==> src/rtl/display_scanner.sv <==
// display_scanner
//   Time-multiplexed driver for a bank of common-anode 7-segment digits.
//   Each digit owns a slot of CLK_DIV cycles. The first BLANK_CYCLES of a
//   slot keep every anode off (anti-ghosting). The rest of the slot drives
//   the digit's anode with the segment pattern captured at the moment the
//   slot entered its drive phase.
//
// Ports
//   clk          : single clock, all state on the rising edge
//   rst          : synchronous, active-high reset
//   segments_in  : NUM_DIGITS*7 bits, active-low patterns, digit i in [7i+6:7i]
//   digit_en     : NUM_DIGITS bits, 1 = digit is shown
//   seg_out      : 7 bits, active-low segment drive (registered)
//   an_out       : NUM_DIGITS bits, active-low anodes, at most one low (registered)
//   digit_idx    : current slot digit index (registered)
//   frame_done   : one-cycle pulse when the scan returns to digit 0 (registered)
module display_scanner #(
  parameter int NUM_DIGITS   = 8,
  parameter int CLK_DIV      = 100000,
  parameter int BLANK_CYCLES = 16
) (
  input  logic                          clk,
  input  logic                          rst,
  input  logic [NUM_DIGITS*7-1:0]       segments_in,
  input  logic [NUM_DIGITS-1:0]         digit_en,
  output logic [6:0]                    seg_out,
  output logic [NUM_DIGITS-1:0]         an_out,
  output logic [$clog2(NUM_DIGITS)-1:0] digit_idx,
  output logic                          frame_done
);

  localparam int IDX_W = $clog2(NUM_DIGITS);
  localparam int CNT_W = $clog2(CLK_DIV);

  localparam logic [CNT_W-1:0] CNT_LAST = CNT_W'(CLK_DIV - 1);
  localparam logic [IDX_W-1:0] IDX_LAST = IDX_W'(NUM_DIGITS - 1);

  typedef enum logic {
    ST_BLANK = 1'b0,
    ST_DRIVE = 1'b1
  } state_t;

  // Control state
  logic [CNT_W-1:0]      r_cnt;
  logic [IDX_W-1:0]      r_idx;
  state_t                r_state;

  // Registered outputs
  logic [6:0]            r_seg;
  logic [NUM_DIGITS-1:0] r_an;
  logic                  r_frame;

  // Per-slot snapshot of the digit being shown
  logic [6:0]            r_snap_seg;
  logic                  r_snap_en;

  // Next-state / next-output signals
  logic                  w_slot_wrap;
  logic [CNT_W-1:0]      w_cnt_nxt;
  logic [IDX_W-1:0]      w_idx_nxt;
  int                    w_cnt_int;
  state_t                w_state_nxt;
  logic                  w_enter;
  logic [6:0]            w_in_seg;
  logic                  w_in_en;
  logic [6:0]            w_cur_seg;
  logic                  w_cur_en;
  logic [6:0]            w_seg_nxt;
  logic [NUM_DIGITS-1:0] w_an_nxt;
  logic                  w_frame_nxt;

  // Slot counter and digit index advance; idx moves on the same edge cnt wraps.
  always_comb begin
    w_slot_wrap = (r_cnt == CNT_LAST);
    w_cnt_nxt   = w_slot_wrap ? '0 : r_cnt + CNT_W'(1);
    w_idx_nxt   = r_idx;
    if (w_slot_wrap) begin
      w_idx_nxt = (r_idx == IDX_LAST) ? '0 : r_idx + IDX_W'(1);
    end
    w_frame_nxt = w_slot_wrap && (r_idx == IDX_LAST);
  end

  // Input mux selecting the digit addressed by the post-edge index.
  always_comb begin
    w_in_seg = segments_in[6:0];
    w_in_en  = digit_en[0];
    for (int i = 0; i < NUM_DIGITS; i++) begin
      if (w_idx_nxt == IDX_W'(i)) begin
        w_in_seg = segments_in[7*i +: 7];
        w_in_en  = digit_en[i];
      end
    end
  end

  // FSM next state and outputs, all derived from the post-edge cnt/idx so
  // the registered outputs carry no extra latency.
  // Entering DRIVE happens either from BLANK, or at a slot wrap when there
  // is no blank phase (BLANK_CYCLES = 0 keeps the FSM in DRIVE throughout).
  // The signed int compare keeps BLANK_CYCLES = 0 from becoming a
  // degenerate unsigned comparison.
  always_comb begin
    w_cnt_int   = int'(w_cnt_nxt);
    w_state_nxt = (w_cnt_int >= BLANK_CYCLES) ? ST_DRIVE : ST_BLANK;
    w_enter     = (w_state_nxt == ST_DRIVE) &&
                  ((r_state == ST_BLANK) || w_slot_wrap);

    // On the entry edge the snapshot is still being written, so the
    // outputs take the fresh input directly.
    w_cur_seg = w_enter ? w_in_seg : r_snap_seg;
    w_cur_en  = w_enter ? w_in_en  : r_snap_en;

    w_seg_nxt = 7'h7F;
    w_an_nxt  = '1;
    if ((w_state_nxt == ST_DRIVE) && w_cur_en) begin
      w_seg_nxt = w_cur_seg;
      for (int i = 0; i < NUM_DIGITS; i++) begin
        if (w_idx_nxt == IDX_W'(i)) begin
          w_an_nxt[i] = 1'b0;
        end
      end
    end
  end

  // Control and output registers
  always_ff @(posedge clk) begin
    if (rst) begin
      r_cnt   <= '0;
      r_idx   <= '0;
      r_state <= ST_BLANK;
      r_seg   <= 7'h7F;
      r_an    <= '1;
      r_frame <= 1'b0;
    end else begin
      r_cnt   <= w_cnt_nxt;
      r_idx   <= w_idx_nxt;
      r_state <= w_state_nxt;
      r_seg   <= w_seg_nxt;
      r_an    <= w_an_nxt;
      r_frame <= w_frame_nxt;
    end
  end

  // Snapshot register: data only, its content is irrelevant during reset
  always_ff @(posedge clk) begin
    if (w_enter) begin
      r_snap_seg <= w_in_seg;
      r_snap_en  <= w_in_en;
    end
  end

  assign seg_out    = r_seg;
  assign an_out     = r_an;
  assign digit_idx  = r_idx;
  assign frame_done = r_frame;

endmodule

==> config.mk <==
export PLATFORM = sky130hd
export DESIGN_NAME = display_scanner
export DESIGN_NICKNAME = d
export VERILOG_FILES = /design/src/rtl/display_scanner.sv
export SDC_FILE = /design/constraint.sdc
export NUM_CORES = 1
export LEC_CHECK = 0
export ABC_AREA = 0
export BUFFER_PORTS_ARGS = -buffer_cell sky130_fd_sc_hd__buf_2
export CORE_MARGIN = 3
export CORE_UTILIZATION = 52
export CTS_BUF_LIST = sky130_fd_sc_hd__clkbuf_16
export DETAILED_ROUTE_END_ITERATION = 8
export HOLD_SLACK_MARGIN = 0.08
export MAX_ROUTING_LAYER = met4
export PLACE_DENSITY = 0.81
export RECOVER_POWER = 50
export SYNTH_ARGS = -nofsm -noshare
export SYNTH_HDL_FRONTEND = slang
export SYNTH_SLANG_ARGS = --single-unit
==> constraint.sdc <==
create_clock -name clk -period 3.7 [get_ports clk]
set_input_delay 0.74 -clock clk [delete_from_list [all_inputs] [get_ports clk]]
set_output_delay 0.74 -clock clk [all_outputs]
set_load 0.03 [all_outputs]
# Word-level counts from Yosys, hierarchy flattened

Cells that the tools add are included.

Reductions and logical operators: 6
Equal/unequal tests: 9
Add/sub/neg operators: 2
$lt $le $gt $ge: 1
Bitwise operators: 2
Multiplexer cells: 28

Operators by type and width:

| cell                                                                   | number |
|---|---|
| 7-bit two-way mux                                                      | 8 |
| 17-bit by 1-bit adder with 17-bit output, second input constant        | 1 |
| 17-bit == test, second input constant                                  | 1 |
| 17-bit by 5-bit >= comparator with 1-bit output, second input constant | 1 |
| 1-bit two-way mux                                                      | 17 |
| 17-bit two-way mux                                                     | 1 |
| 3-bit == test, second input constant                                   | 5 |
| 3-bit by 2-bit == test with 1-bit output, second input constant        | 2 |
| 3-bit two-way mux                                                      | 2 |
| 3-bit by 1-bit adder with 3-bit output, second input constant          | 1 |
| 3-bit by 1-bit == test with 1-bit output, second input constant        | 1 |
| 1-bit logical AND                                                      | 3 |
| 3-bit zero test                                                        | 1 |
| 1-bit NOT                                                              | 2 |
| 2-bit OR reduction                                                     | 1 |
| 1-bit logical OR                                                       | 1 |

Bits in registers: 45
Logic and storage cells: 56

# Longest topological paths before layout

Word-level depth: 15
Mapped depth: 12
Mapped depth without buffers: 10

# Worst setup path after synthesis

No wires, ideal clock.

Path kind: reg2reg
Start: register r_cnt[6]
End: register r_seg[5] (netlist: seg_out[5])
Path slack: 881 ps
Stages on the path, launching flop included: 12
Library setup time: 122 ps
Buffers on the path: 3
Arrival: 2696 ps
Cell sequence: dfxtp_1 -> buf_6 -> or4_4 -> nor4_4 -> buf_6 -> mux2_2 -> nand2_1 -> o21ai_1 -> a22o_1 -> a21oi_4 -> buf_6 -> nand3b_1

Word-level cells in the longest chain between the ends: 14
Elaborated cells on any way between the ends: 34
Classes of those cells: add/sub (1); order compare (1); eq/ne (8); mux (19); bitwise (1); reduce/logical (4)

Ends and longest elaborated chain:

| item                                                                                              | RTL line | text |
|---|---|---|
| start: declaration                                                                                | 44       | `logic [CNT_W-1:0] r_cnt;` |
| start signal: assignment                                                                          | 134      | `r_cnt <= w_cnt_nxt;` |
| parallel branches: the longest is 10 deep, another holds 17-bit by 1-bit adder with 17-bit output | --       |  |
| 1-bit two-way mux (*)                                                                             | --       |  |
| via w_cur_en                                                                                      | 67       | `logic w_cur_en;` |
| 1-bit logical AND (*)                                                                             | 114      | `if ((w_state_nxt == ST_DRIVE) && w_cur_en) begin` |
| 1-bit NOT (no line) (*)                                                                           | --       |  |
| 2-bit OR reduction (no line) (*)                                                                  | --       |  |
| end signal: assignment                                                                            | 137      | `r_seg <= w_seg_nxt;` |
| end: declaration                                                                                  | 49       | `logic [6:0] r_seg;` |

Mark *: on every way through the listed nets, which the timed path passes.
A chain may end at the register's enable or synchronous reset.

# Final worst setup path

Start: register r_cnt[6]
End: register r_seg[1] (netlist: seg_out[1])

Word-level cells in the longest chain between the ends: 14
Elaborated cells on any way between the ends: 34
Classes of those cells: add/sub (1); order compare (1); eq/ne (8); mux (19); bitwise (1); reduce/logical (4)

Ends and longest elaborated chain:

| item |
|---|
| parallel branches: the longest is 14 deep, another holds 17-bit by 1-bit adder with 17-bit output |

Several ways; the timed one is not identified.

==> results.sh <==
export IMPL_static_leakage_power_nw=1.30
export IMPL_layout_filler_cells=460
export IMPL_ctsLongestPathBuffers=2
export IMPL_dpl_cell_area_um2=3230
export IMPL_global_route_wire_length_before_repair_um=12300
export IMPL_synth_seq_cells=45
export IMPL_fp_dieArea_um2=6290
export IMPL_clk_pin_slew_worst_paths_ps=60
export IMPL_number_of_warnings_issued_by_yosys=0
export IMPL_synth_top_area_share_pct=32.3
export IMPL_synth_area_leader_cell="dfxtp_1"
export IMPL_critPathMaxFanout=30
export IMPL_dp_slack_ps=668
export IMPL_drt_pass1_iter_count=5
export IMPL_syn_avg_cell_area_um2=8.29
export IMPL_max_stage_delay_ps=530
export IMPL_fin_skew_ps=3.15
export IMPL_flow_area_growth_from_synthesis_pct=20.9
export IMPL_max_slew_margin_rel_pct=50.3
export IMPL_cts_hold_repair_buffers=0
export IMPL_floorplan_die_width_um=79.3
export IMPL_dpl_cell_count=476
export IMPL_grt_use_total_pct=25.5
export IMPL_cts_post_setup_buffers_inserted=0
export IMPL_worstPathCellList="or4_4 > nor4_1 > buf_12 > mux2_4 > nand2_1 > o21ai_1 > a22o_1 > a21oi_4 > nand3b_1"
export IMPL_vias_per_cell=5.86
export IMPL_final_setup_worst_slack_ps=473
export IMPL_first_iter_violations=257
export IMPL_synth_common_cells="45 x dfxtp_1, 39 x nor2_1, 29 x nand2_1"
export IMPL_worst_slew_pin_slew_ps=745
export IMPL_post_synth_top_count_cell="dfxtp_1"
export IMPL_synth_enable_flop_cells=0
export IMPL_result_of_the_run="finished clean"
export IMPL_drc=0
export IMPL_clock_tree_htree_level_count=2
export IMPL_post_cts_resize_count=0
export IMPL_syn_cell_area_um2=2790
export IMPL_synth_seq_area_share_pct=32.3
export IMPL_nets=482
export IMPL_final_period_utilization_pct=87.2
export IMPL_dp_hpwl_um=5730
export IMPL_timing_setup_tns_ps=0
export IMPL_first_global_vias=2595
export IMPL_setup_viol=0
export IMPL_max_freq_ghz=0.310
export IMPL_largest_net_degree_at_the_start_of_global_routing=31
export IMPL_io_pins=85
export IMPL_clkLatencyLatePin_ps=290
export IMPL_clock_sink_count=45
export IMPL_rows=26
export IMPL_cp_end_kind="register"
export IMPL_clockRootBuffer="clkbuf_16"
export IMPL_die_height_um=79.3
export IMPL_globalplace_congestion=0.952
export IMPL_postLayoutCellArea_um2=3380
export IMPL_r2r_cells=9
export IMPL_synthTopCellsByArea="dfxtp_1 32%, nor2_1 5.2%, mux2i_1 3.9%"
export IMPL_drv_slew=0
export IMPL_hold_class="reg -> reg"
export IMPL_tritoncts_clock_tree="built"
export IMPL_syn_instance_count=337
export IMPL_insertedDiodeCount=0
export IMPL_critical_path_slowest_cell="or4_4"
export IMPL_initial_utilization_pct=54.3
export IMPL_postRouteWirelength_um=7790
export IMPL_worstHoldPathCells=2
export IMPL_worstSetupStartpointType="register"
export IMPL_syn_num_nets=406
export IMPL_cap_viol_max_count=0
export IMPL_crit_arrival_ps=3380
export IMPL_synth_async_sr_flop_share_pct=0
export IMPL_postLayoutCoreUtil_pct=65.7
export IMPL_cts_inserted_buffers=5
export IMPL_dr_total_vias=2835
export IMPL_post_route_cells_drive_above_1_share_pct=23.9
export IMPL_instances_no_fill=484
export IMPL_synth_distinct_cells=58
export IMPL_antenna_found_initial=0
export IMPL_setup_repair_after_global_routing_missed_its_margin="false"
export IMPL_timing_critical_path_required_ps=3850
export IMPL_post_route_min_period_ps=3230
export IMPL_number_of_buffers_added_on_ports=84
export IMPL_final_hold_violation_count=0
export IMPL_routedWlPerCell_um=16.1
export IMPL_peakVddDrop_uv=272
export IMPL_synthFlopType="dfxtp_1"
export IMPL_power_density_nw_per_um2=363
export IMPL_placeableCoreArea_um2=5140
export IMPL_criticalPathCategory="reg -> reg"
export IMPL_ant_nets=0
export IMPL_globalRouteOverflowTotal=0
-- cell type report --
type	count	area, µm²	area share, %
Clock inverter	3	65.1	1.93
Timing Repair Buffer	90	454	13.4
Sequential cell	45	901	26.7
Clock buffer	5	125	3.71
Tap cell	70	87.6	2.59
Inverter	9	33.8	1.00
Multi-Input combinational cell	262	1710	50.6
-- cell families after synthesis --
| logic type | after synthesis | synth area share, % |
|---|---|---|
| AOI/OAI and AO/OA | 74 | 19.7 |
| adders and majority gates | 3 | 1.34 |
| xor gates and xnor gates | 17 | 5.33 |
| muxes | 19 | 7.30 |
| and+or+nand+nor | 149 | 28.1 |
| DFF | 45 | 32.3 |
| buffers and inverters | 30 | 5.96 |
-- state kept, by name, indices dropped and copies added (netlist names) --
name and cells:
r_cnt 17, an_out 8, r_snap_seg 7, seg_out 7, digit_idx 3, frame_done 1, r_snap_en 1, r_state 1
-- critical path: cells and delay by family, from the launching register on --
family	cells	cell delay (ps)
and+or+nand+nor	4	1300
AOI/OAI and AO/OA	3	730
DFF	1	390
muxes	1	400
buffers and inverters	1	260
-- where the power goes --
group          internal [mW]  leakage, nW  switching (mW)
clock network          0.385       0.0938           0.184
logic                 0.0653        0.844          0.0615
registers              0.515        0.367          0.0146
-- layer usage --
metal  vias up  GRT usage [%]  part of all wire (%)
met5         -              -                     0
met4         0           7.90                   1.8
met3        19           3.97                   7.0
met2       138           42.0                    49
met1      1294           32.3                    42
li1       1384              -                     -
-- placed cells by master, fill, tap and decap left out, types with 5 or more instances in the layout --
cell and count:
xnor2_1 12, a21oi_1 11, clkbuf_1 19, inv_1 9, o21ai_0 10, dfxtp_1 45
nor3_1 16, mux2_2 7, o221ai_1 10, clkbuf_16 5, and3_1 6, nand3b_1 5
nor2b_1 6, buf_2 65, mux2i_1 11, nor2_1 39, nand3_1 11, buf_4 5
o22ai_1 9, and2_1 6, nand2_1 29, xor2_1 5
-- metrics by stage --
step	total power, mW	hold WS [ps]
after floorplan	0.613	426
after global placement	0.660	437
after detailed placement	0.664	449
after CTS	1.23	458
after global routing	1.27	488
final	1.23	454
-- final timing paths --
check,from,endpoint,slack (ps)
min reg2reg,r_snap_seg[6],r_snap_seg[6],450
max reg2reg,r_cnt[6],seg_out[1],470
min,r_snap_seg[6],r_snap_seg[6],450
max,r_cnt[6],seg_out[1],470
(Power assumes the default switching activity.)
